<file path="config.mk">
export PLATFORM = sky130hd
export DESIGN_NAME = hazard_controller_flat
export DESIGN_NICKNAME = d
export VERILOG_FILES = /design/src/rtl/hazard_controller_pkg.sv /design/src/rtl/hazard_controller_if.sv /design/src/rtl/hazard_controller_forward_unit.sv /design/src/rtl/hazard_controller.sv /design/src/flat_wrapper.sv
export SDC_FILE = /design/constraint.sdc
export NUM_CORES = 1
export LEC_CHECK = 0
export BUFFER_PORTS_ARGS = -buffer_cell sky130_fd_sc_hd__buf_2
export CORE_MARGIN = 2
export CORE_UTILIZATION = 25
export DETAILED_ROUTE_END_ITERATION = 10
export GPL_TIMING_DRIVEN = 0
export PLACE_DENSITY = 0.46
export SLEW_MARGIN = 10
export SYNTH_ARGS = -nofsm -noshare
export SYNTH_HDL_FRONTEND = slang
export SYNTH_SLANG_ARGS = --single-unit
export TNS_END_PERCENT = 5
</file>
<file path="constraint.sdc">
create_clock -name clk -period 1.7 [get_ports clk]
set_clock_uncertainty 0.1 [all_clocks]
set_input_delay 0.255 -clock clk [delete_from_list [all_inputs] [get_ports clk]]
set_output_delay 0.255 -clock clk [all_outputs]
set_load 0.005 [all_outputs]
</file>
<file path="src/rtl/hazard_controller_pkg.sv">
// Shared encodings for the pipeline hazard controller: FSM states, forward
// selects and the result-source code that marks a load.
package hazard_controller_pkg;

    typedef enum logic [1:0] {
        RUN      = 2'd0,
        MEM_WAIT = 2'd1,
        ERROR    = 2'd2
    } hc_state_t;

    localparam logic [1:0] FWD_RF = 2'b00;
    localparam logic [1:0] FWD_W  = 2'b01;
    localparam logic [1:0] FWD_M  = 2'b10;

    localparam logic [1:0] RESULT_SRC_LOAD = 2'b01;

    // x0 is hard-wired to zero, so it never creates a dependency.
    function automatic logic reg_match(input logic [4:0] rd, input logic [4:0] rs);
        return (rd != 5'd0) && (rd == rs);
    endfunction

endpackage

</file>
<file path="src/rtl/hazard_controller_if.sv">
// Pipeline-side register/control bundle seen by the hazard controller.
// master = pipeline datapath, slave = hazard controller.
interface hazard_controller_if;
    import hazard_controller_pkg::*;

    logic [4:0] RS1D, RS2D;
    logic [4:0] RS1E, RS2E, RDE;
    logic [1:0] resultSrcE;
    logic       PCSrcE;
    logic [4:0] RDM, RDW;
    logic       regWriteM, regWriteW;
    logic       memReqM, memReadyM;

    logic       stallF, stallD, stallE, stallM, stallW;
    logic       flushD, flushE;
    logic [1:0] forwardAE, forwardBE;
    logic       memErr;
    hc_state_t  state;

    modport master (
        output RS1D, RS2D, RS1E, RS2E, RDE, resultSrcE, PCSrcE,
               RDM, RDW, regWriteM, regWriteW, memReqM, memReadyM,
        input  stallF, stallD, stallE, stallM, stallW, flushD, flushE,
               forwardAE, forwardBE, memErr, state
    );

    modport slave (
        input  RS1D, RS2D, RS1E, RS2E, RDE, resultSrcE, PCSrcE,
               RDM, RDW, regWriteM, regWriteW, memReqM, memReadyM,
        output stallF, stallD, stallE, stallM, stallW, flushD, flushE,
               forwardAE, forwardBE, memErr, state
    );

endinterface

</file>
<file path="src/rtl/hazard_controller_forward_unit.sv">
// Combinational ALU operand forward select for one Execute source register.
// Memory-stage result has priority over Writeback.
module forward_unit
    import hazard_controller_pkg::*;
(
    input  logic [4:0] rs,
    input  logic [4:0] rd_m,
    input  logic       reg_write_m,
    input  logic [4:0] rd_w,
    input  logic       reg_write_w,
    output logic [1:0] fwd
);

    always_comb begin
        fwd = FWD_RF;
        if (reg_write_m && reg_match(rd_m, rs)) begin
            fwd = FWD_M;
        end else if (reg_write_w && reg_match(rd_w, rs)) begin
            fwd = FWD_W;
        end
    end

endmodule

</file>
<file path="src/rtl/hazard_controller.sv">
// 5-stage pipeline hazard unit: forwarding, load-use bubbles, redirects and a
// memory-wait freeze with timeout watchdog. HAZARD_PERF_CNT_EN adds perf counters.
module hazard_controller
    import hazard_controller_pkg::*;
#(
    parameter int MEM_TIMEOUT = 64,
    parameter int CNT_W       = 16
) (
    input  logic                clk,
    input  logic                rst_n,
    hazard_controller_if.slave  hz
`ifdef HAZARD_PERF_CNT_EN
    ,
    output logic [31:0]         stallCycles,
    output logic [31:0]         flushEvents,
    output logic [31:0]         memWaitCycles
`endif
);

    hc_state_t        state_q, state_d;
    logic [CNT_W-1:0] wait_cnt_q, wait_cnt_d;
    logic             mem_err_q, mem_err_d;

    logic       load_use;
    logic       timeout;
    logic       run_rules;
    logic       stall_all;
    logic       redirect;
    logic       bubble;
    logic [1:0] fwd_a, fwd_b;

    forward_unit u_fwd_a (
        .rs          (hz.RS1E),
        .rd_m        (hz.RDM),
        .reg_write_m (hz.regWriteM),
        .rd_w        (hz.RDW),
        .reg_write_w (hz.regWriteW),
        .fwd         (fwd_a)
    );

    forward_unit u_fwd_b (
        .rs          (hz.RS2E),
        .rd_m        (hz.RDM),
        .reg_write_m (hz.regWriteM),
        .rd_w        (hz.RDW),
        .reg_write_w (hz.regWriteW),
        .fwd         (fwd_b)
    );

    assign load_use = (hz.resultSrcE == RESULT_SRC_LOAD) &&
                      (reg_match(hz.RDE, hz.RS1D) || reg_match(hz.RDE, hz.RS2D));
    assign timeout  = (wait_cnt_q == CNT_W'(MEM_TIMEOUT));

    always_ff @(posedge clk or negedge rst_n) begin
        if (!rst_n) begin
            state_q    <= RUN;
            wait_cnt_q <= '0;
            mem_err_q  <= 1'b0;
        end else begin
            state_q    <= state_d;
            wait_cnt_q <= wait_cnt_d;
            mem_err_q  <= mem_err_d;
        end
    end

    // run_rules: the cycle behaves as RUN for redirect/bubble purposes,
    // including the cycle memory completes out of MEM_WAIT.
    always_comb begin
        state_d    = state_q;
        wait_cnt_d = wait_cnt_q;
        mem_err_d  = mem_err_q;
        stall_all  = 1'b0;
        run_rules  = 1'b0;
        case (state_q)
            RUN: begin
                if (hz.memReqM && !hz.memReadyM) begin
                    state_d    = MEM_WAIT;
                    wait_cnt_d = CNT_W'(1);
                    stall_all  = 1'b1;
                end else begin
                    run_rules = 1'b1;
                end
            end
            MEM_WAIT: begin
                if (hz.memReadyM) begin
                    state_d    = RUN;
                    wait_cnt_d = '0;
                    run_rules  = 1'b1;
                end else if (timeout) begin
                    state_d   = ERROR;
                    mem_err_d = 1'b1;
                    stall_all = 1'b1;
                end else begin
                    wait_cnt_d = wait_cnt_q + CNT_W'(1);
                    stall_all  = 1'b1;
                end
            end
            ERROR: begin
                mem_err_d = 1'b1;
                stall_all = 1'b1;
            end
            default: begin
                state_d = RUN;
            end
        endcase
    end

    assign redirect = run_rules && hz.PCSrcE;
    assign bubble   = run_rules && !hz.PCSrcE && load_use;

    // Reset drives clears into both registers so they come up as bubbles.
    always_comb begin
        hz.stallF    = 1'b0;
        hz.stallD    = 1'b0;
        hz.stallE    = 1'b0;
        hz.stallM    = 1'b0;
        hz.stallW    = 1'b0;
        hz.flushD    = 1'b1;
        hz.flushE    = 1'b1;
        hz.forwardAE = FWD_RF;
        hz.forwardBE = FWD_RF;
        if (rst_n) begin
            hz.stallF    = stall_all || bubble;
            hz.stallD    = stall_all || bubble;
            hz.stallE    = stall_all;
            hz.stallM    = stall_all;
            hz.stallW    = stall_all;
            hz.flushD    = redirect;
            hz.flushE    = redirect || bubble;
            hz.forwardAE = fwd_a;
            hz.forwardBE = fwd_b;
        end
    end

    assign hz.memErr = mem_err_q;
    assign hz.state  = state_q;

`ifdef HAZARD_PERF_CNT_EN
    always_ff @(posedge clk or negedge rst_n) begin
        if (!rst_n) begin
            stallCycles   <= '0;
            flushEvents   <= '0;
            memWaitCycles <= '0;
        end else begin
            if (bubble && (stallCycles != '1)) begin
                stallCycles <= stallCycles + 32'd1;
            end
            if (redirect && (flushEvents != '1)) begin
                flushEvents <= flushEvents + 32'd1;
            end
            if (stall_all && (memWaitCycles != '1)) begin
                memWaitCycles <= memWaitCycles + 32'd1;
            end
        end
    end
`endif

endmodule

</file>
<file path="src/flat_wrapper.sv">
// flat-port wrapper written by rule: the top's interface ports become plain ports
module hazard_controller_flat import hazard_controller_pkg::*;
#(
    parameter int MEM_TIMEOUT = 64,
    parameter int CNT_W       = 16
)
  (clk, rst_n, hz_RS1D, hz_RS2D, hz_RS1E, hz_RS2E, hz_RDE, hz_resultSrcE, hz_PCSrcE, hz_RDM, hz_RDW, hz_regWriteM, hz_regWriteW, hz_memReqM, hz_memReadyM, hz_stallF, hz_stallD, hz_stallE, hz_stallM, hz_stallW, hz_flushD, hz_flushE, hz_forwardAE, hz_forwardBE, hz_memErr, hz_state);
  hazard_controller_if hz_i ();
  input  logic clk;
  input  logic rst_n;
  input wire logic [$bits(hz_i.RS1D)-1:0] hz_RS1D;
  input wire logic [$bits(hz_i.RS2D)-1:0] hz_RS2D;
  input wire logic [$bits(hz_i.RS1E)-1:0] hz_RS1E;
  input wire logic [$bits(hz_i.RS2E)-1:0] hz_RS2E;
  input wire logic [$bits(hz_i.RDE)-1:0] hz_RDE;
  input wire logic [$bits(hz_i.resultSrcE)-1:0] hz_resultSrcE;
  input wire logic [$bits(hz_i.PCSrcE)-1:0] hz_PCSrcE;
  input wire logic [$bits(hz_i.RDM)-1:0] hz_RDM;
  input wire logic [$bits(hz_i.RDW)-1:0] hz_RDW;
  input wire logic [$bits(hz_i.regWriteM)-1:0] hz_regWriteM;
  input wire logic [$bits(hz_i.regWriteW)-1:0] hz_regWriteW;
  input wire logic [$bits(hz_i.memReqM)-1:0] hz_memReqM;
  input wire logic [$bits(hz_i.memReadyM)-1:0] hz_memReadyM;
  output wire logic [$bits(hz_i.stallF)-1:0] hz_stallF;
  output wire logic [$bits(hz_i.stallD)-1:0] hz_stallD;
  output wire logic [$bits(hz_i.stallE)-1:0] hz_stallE;
  output wire logic [$bits(hz_i.stallM)-1:0] hz_stallM;
  output wire logic [$bits(hz_i.stallW)-1:0] hz_stallW;
  output wire logic [$bits(hz_i.flushD)-1:0] hz_flushD;
  output wire logic [$bits(hz_i.flushE)-1:0] hz_flushE;
  output wire logic [$bits(hz_i.forwardAE)-1:0] hz_forwardAE;
  output wire logic [$bits(hz_i.forwardBE)-1:0] hz_forwardBE;
  output wire logic [$bits(hz_i.memErr)-1:0] hz_memErr;
  output wire logic [$bits(hz_i.state)-1:0] hz_state;
  assign hz_i.RS1D = hz_RS1D;
  assign hz_i.RS2D = hz_RS2D;
  assign hz_i.RS1E = hz_RS1E;
  assign hz_i.RS2E = hz_RS2E;
  assign hz_i.RDE = hz_RDE;
  assign hz_i.resultSrcE = hz_resultSrcE;
  assign hz_i.PCSrcE = hz_PCSrcE;
  assign hz_i.RDM = hz_RDM;
  assign hz_i.RDW = hz_RDW;
  assign hz_i.regWriteM = hz_regWriteM;
  assign hz_i.regWriteW = hz_regWriteW;
  assign hz_i.memReqM = hz_memReqM;
  assign hz_i.memReadyM = hz_memReadyM;
  assign hz_stallF = hz_i.stallF;
  assign hz_stallD = hz_i.stallD;
  assign hz_stallE = hz_i.stallE;
  assign hz_stallM = hz_i.stallM;
  assign hz_stallW = hz_i.stallW;
  assign hz_flushD = hz_i.flushD;
  assign hz_flushE = hz_i.flushE;
  assign hz_forwardAE = hz_i.forwardAE;
  assign hz_forwardBE = hz_i.forwardBE;
  assign hz_memErr = hz_i.memErr;
  assign hz_state = hz_i.state;
  hazard_controller #(.MEM_TIMEOUT(MEM_TIMEOUT), .CNT_W(CNT_W)) u_core (.clk(clk), .rst_n(rst_n), .hz(hz_i));
endmodule
</file>
# Word level (Yosys, flattened, before mapping)

Index checks and enable logic that the tools add are counted.

Flip-flop bits (word level): 19
Input port bits: 44

Reductions and logical operators: 29
Bitwise operators: 1
Eq/ne operators: 15
Add/subtract/negate cells: 1
Mux-type cells: 27

Operators by type and width:

| kind                                            | count |
|---|---|
| 2-to-1 mux 16 bit                               | 3 |
| one-hot mux 16 bit (2 select lines)             | 1 |
| == test 5 bit                                   | 6 |
| adder 16 x 1 -> 16 bit (second input constant)  | 1 |
| == test 16 x 7 -> 1 bit (second input constant) | 1 |
| logical AND 1 bit                               | 15 |
| nonzero test 5 bit                              | 3 |
| 2-to-1 mux 2 bit                                | 7 |
| 2-to-1 mux 1 bit                                | 12 |
| AND reduction 3 bit                             | 3 |
| one-hot mux 2 bit (3 select lines)              | 1 |
| == test 2 x 1 -> 1 bit (second input constant)  | 2 |
| != test 2 x 1 -> 1 bit (second input constant)  | 2 |
| one-hot mux 1 bit (2 select lines)              | 2 |
| nonzero test 2 bit                              | 2 |
| logical OR 1 bit                                | 3 |
| != test 3 x 2 -> 1 bit (second input constant)  | 1 |
| != test 3 bit (second input constant)           | 1 |
| one-hot mux 1 bit (3 select lines)              | 1 |
| == test 2 bit (second input constant)           | 1 |
| logical NOT 1 bit                               | 2 |
| logical NOT 2 bit                               | 1 |
| != test 2 bit (second input constant)           | 1 |
| inverter 1 bit                                  | 1 |

# Logic depth before layout (Yosys ltp)

Word-level depth: 8
Mapped depth: 6

# By module

A second synthesis with hierarchy kept.

Cells, all modules: 202
Area, all modules: 1,675.4 sq um

By module, submodules not included:

| module            | cells an instance | area an instance (sq um) | seq. area each (sq um) | instances |
|---|---|---|---|---|
| hazard_controller | 162               | 1,372.6                  | 475.5                  | 1 |
| forward_unit      | 20                | 151.4                    | 0.0                    | 2 |

# Worst setup path after synthesis

No wires, ideal clock.

Path kind: register to register
From: reg u_core.wait_cnt_q[0]
To: reg u_core.wait_cnt_q[0]
Setup slack: -0.229 ns
Arrival time: 1.704 ns
Stages on the path, launching flop included: 7
Period minus slack after synthesis: 1.929 ns
Setup time: 0.125 ns
Buffers on the path: 0
Cell sequence: dfrtp_1 -> inv_1 -> ha_1 -> nor4b_1 -> nand4_1 -> o21ai_0 -> mux2_2

Word-level cells in the longest chain between the ends: 4
Elaborated cells on any way between the ends: 7
Classes of those cells: add/sub: 1; eq/ne: 2; mux: 3; reduce/logical: 1

RTL lines:

| what                                | RTL line                | source |
|---|---|---|
| start, declared                     | hazard_controller.sv:21 | `logic [CNT_W-1:0] wait_cnt_q, wait_cnt_d;` |
| start signal, assigned              | hazard_controller.sv:61 | `wait_cnt_q <= wait_cnt_d;` |
| adder 16 x 1 -> 16 bit              | hazard_controller.sv:94 | `wait_cnt_d = wait_cnt_q + CNT_W'(1);` |
| 2-to-1 mux 16 bit                   | hazard_controller.sv:89 | `end else if (timeout) begin` |
| 2-to-1 mux 16 bit                   | hazard_controller.sv:85 | `if (hz.memReadyM) begin` |
| one-hot mux 16 bit (2 select lines) | hazard_controller.sv:74 | `case (state_q)` |

Several ways; a longest one is shown, not always the timed one. The select of a mux whose other input is x is not followed.
A chain may end at the register's enable or synchronous reset.

# Final worst setup path

From: in hz_RDW[2]
To: out hz_forwardAE[0]

Word-level cells in the longest chain between the ends: 6
Elaborated cells on any way between the ends: 7
Classes of those cells: eq/ne: 1; mux: 3; reduce/logical: 3

RTL lines:

| what                                                | RTL line                             | source |
|---|---|---|
| start, declared                                     | flat_wrapper.sv:19                   | `input wire logic [$bits(hz_i.RDW)-1:0] hz_RDW;` |
| == test 5 bit or nonzero test 5 bit (tied branches) | hazard_controller_pkg.sv:19          | `return (rd != 5'd0) && (rd == rs);` |
| logical AND 1 bit (*)                               | hazard_controller_pkg.sv:19          |  |
| logical AND 1 bit (*)                               | hazard_controller_forward_unit.sv:18 | `end else if (reg_write_w && reg_match(rd_w, rs)) begin` |
| 2-to-1 mux 1 bit (*)                                | hazard_controller_forward_unit.sv:18 |  |
| 2-to-1 mux 2 bit (*)                                | hazard_controller_forward_unit.sv:16 | `if (reg_write_m && reg_match(rd_m, rs)) begin` |
| 2-to-1 mux 2 bit (*)                                | hazard_controller.sv:122             | `if (rst_n) begin` |
| end, declared                                       | flat_wrapper.sv:31                   | `output wire logic [$bits(hz_i.forwardAE)-1:0] hz_forwardAE;` |

Mark *: on every way between the ends. The rest lies on a longest branch, timed or not.

==> qor.txt <==
Status: finished, violations left
Violated checks: setup timing
Synth Warn #: 0
Hold crit path type: in2reg
Crit path to: hz_forwardAE[0]
Core area: 5960 um2
Cells after synthesis: 180
Clock-pin slew on the worst setup and hold paths: 0.08 ns
DIE WIDTH: 82.9 um
Worst skew pair latency: 0.26 ns
RSZ-0062 raised after global routing: yes
Commonest cells after routing, fill and taps aside: buf_2 (55), xor2_1 (25), nand2_1 (12), dfrtp_1 (12)
Critical R2R Launch: u_core.wait_cnt_q[0]
Placed insts: 312
Crit Path Category: in2out
Clk sinks: 19
Syn Area/Cell: 8.65 um2
Worst R2R Path Depth: 7
Sw Share: 28.1%
Placer Congestion: 0.768
Worst-margin pin slew: 0.905 ns
Synth Net Count: 226
Seq pwr share: 47.1%
Die Footprint: 6870 um2
Pins Over Slew Limit: 0
Number of synthesized register bits: 19
# Max-Cap Violations: 0
Largest net degree at the start of global routing: 20
Commonest non-fill, non-tap cell in the layout: buf_2
Num CTS Buffers: 3
Crit path DAT: 1.60 ns
Post-DP HPWL: 3110 um
Final non-filler cell total: 326
Slew HR: 39.5%
Sw power: 0.000288 W
Max Fanout on Critical Path: 3
Area of the multi-input gates: 1130 um2
CTS tree: done
IO Pins: 58
Reg2reg setup slack: -0.25 ns
Startpoint types: input pin
First-pass GRT wire length: 7280 um
Worst Setup End Kind: output pin
Via Count: 1612
Post-Route WL: 4410 um
Final worst slack: -0.254 ns
Lkg Pwr: 0.902 nW
Layout cells sized above 1: 43.4%
Drt pass-1 iters: 4
Via/cell ratio: 4.94
Clock network power share: 31.5%
Period utilization: 115%
Number of flops mapped to enable cells by yosys: 0
Initial DRC count: 83
Gr usage total: 12.4%
Fmax: 512 MHz
Origin of the worst setup path: hz_RDW[2]
Effective utilization at floorplan: 26.1%
Post-synth ARST share: 100%
P_int: 0.000737 W
Final Net Count: 298
Synth-to-Final Area Change: 43.0%
Inserted Diodes: 0
Maximum VDD drop: 0.231 mV
Combinational share of power: 21.4%
Part of the Yosys area used for sequential elements: 30.5%
Remaining antenna violation count after routing: 0
Root buffer cell: clkbuf_8
Final Hold Viols: 0
Die Y: 82.9 um
Total congestion overflow: 0
PwrDens: 461 nW/um2
DR DRC count: 0
Mapped Area: 1560 um2
Critical path data required time: 1.34 ns
IO Port Bufs: 57
Unique masters post-synth: 39
FF-to-FF End: u_core.wait_cnt_q[2]
H-tree depth: 1
Main synth FF type: dfrtp_1
Vias in the first global route: 1537
Avg WL per Cell: 13.5 um
Maximum buffer depth of the clock tree: 2
Setup WS pre-CTS: -0.578 ns
Initial antenna violation count: 0
Std cell rows: 28
Flip-flop and latch area: 484 um2
Final Critical Period: 1.95 ns
Final setup viols: 21
Filler cells: 606
-- synthesized netlist by cell type, drive strengths merged (2+ instances only) --
cell type	count	area share [%]
a2111o	2	1.4
nand2	13	3.1
a21oi	9	2.9
or3	2	0.80
or4	9	4.3
mux2	3	2.2
nand3	6	1.9
dfrtp	19	31
nor3	4	1.3
nor2b	2	0.80
ha	2	1.6
a2111oi	3	1.7
a22o	2	1.1
o21ai	6	1.9
nor2	12	2.9
buf	4	1.9
inv	9	2.2
nor4	6	2.4
o31ai	5	2.4
nand4	6	2.8
xor2	25	14
xnor2	9	5.1
and2	3	1.2
o211ai	4	1.9
nor4b	3	1.7
-- kinds of logic (layout without fill, tap and decap cells) --
| group | after synthesis | after routing | share of synthesized area, % |
|---|---|---|---|
| and+or+nand+nor | 70 | 70 | 25.4 |
| AOI/OAI and AO/OA | 37 | 37 | 16.6 |
| xor gates and xnor gates | 34 | 34 | 19.1 |
| DFF | 19 | 19 | 30.5 |
| buffers and inverters | 15 | 86 | 4.58 |
| muxes | 3 | 3 | 2.17 |
| adders and majority gates | 2 | 2 | 1.61 |
-- per-layer routing --
metal / routed length, um / vias to the layer above / GRT usage, %
li1: - / 808 / -
met1: 2030 / 754 / 16.9
met2: 2170 / 46 / 20.5
met3: 179 / 4 / 1.89
met4: 20 / 0 / 3.28
met5: 0 / - / 0
-- metrics by stage --
stage	util, %	TNS [ns]	total power, W	hold WS (ns)	instance area [um2]
after floorplan	-	-0.400	0.000577	-0.141	1570
after global routing	37.4	-4.60	0.00108	0.228	2230
after CTS	36.1	-2.85	0.00103	0.200	2150
after global placement	32.8	-5.61	0.000690	0.191	1950
final	37.4	-2.81	0.00103	0.221	2230
after detailed placement	32.8	-5.03	0.000688	0.192	1950
-- worst min path at each step --
stage	slack, ns	end	depth (start not counted)	start
CTS	0.20	u_core.hz.state[0]	2	hz_memReqM
global placement	0.19	u_core.wait_cnt_q[10]	1	rst_n
floorplan	-0.14	u_core.hz.memErr	0	rst_n
detailed placement	0.19	u_core.wait_cnt_q[10]	1	rst_n
global route	0.23	u_core.hz.state[0]	2	hz_memReqM
finish	0.22	u_core.hz.state[0]	2	hz_memReqM
-- cell type report --
type                       instances  area share [%]
clock buffer                       3            1.85
sequential                        19            21.8
clock inverter                     1           0.225
multi-input combinational        146            51.0
timing repair buffer              67            17.0
inverter                          10            1.80
buffer                             5            2.14
tap                               75            4.22
-- power by group through the flow --
stage               clock, W  combinational [W]  sequential (W)
floorplan                  0          0.0000935        0.000483
global placement           0           0.000202        0.000488
detailed placement         0           0.000201        0.000488
CTS                 0.000336           0.000213        0.000481
global route        0.000350           0.000247        0.000485
finish              0.000323           0.000220        0.000483
-- worst max-delay path: stages --
cell and delay [ns]:
buf_2 0.12, or4_1 0.13, o211ai_1 0.10, or4_1 0.54, nor4_1 0.29, buf_2 0.16
-- registers in the layout, indices dropped and copies added, names as in the netlist --
register           flops
u_core.wait_cnt_q     16
u_core.hz.state        2
u_core.hz.memErr       1
-- repair_timing --
item | in CTS | in global routing
endpoints found under the setup margin | 29 | 29
hold buffers | 1 | 0
pin swaps | 6 | 8
resized for setup | 28 | 15
buffers inserted | 7 | 2
endpoints found under the hold margin | 19 | 0
No activity file was read; power rests on OpenSTA's default activity.
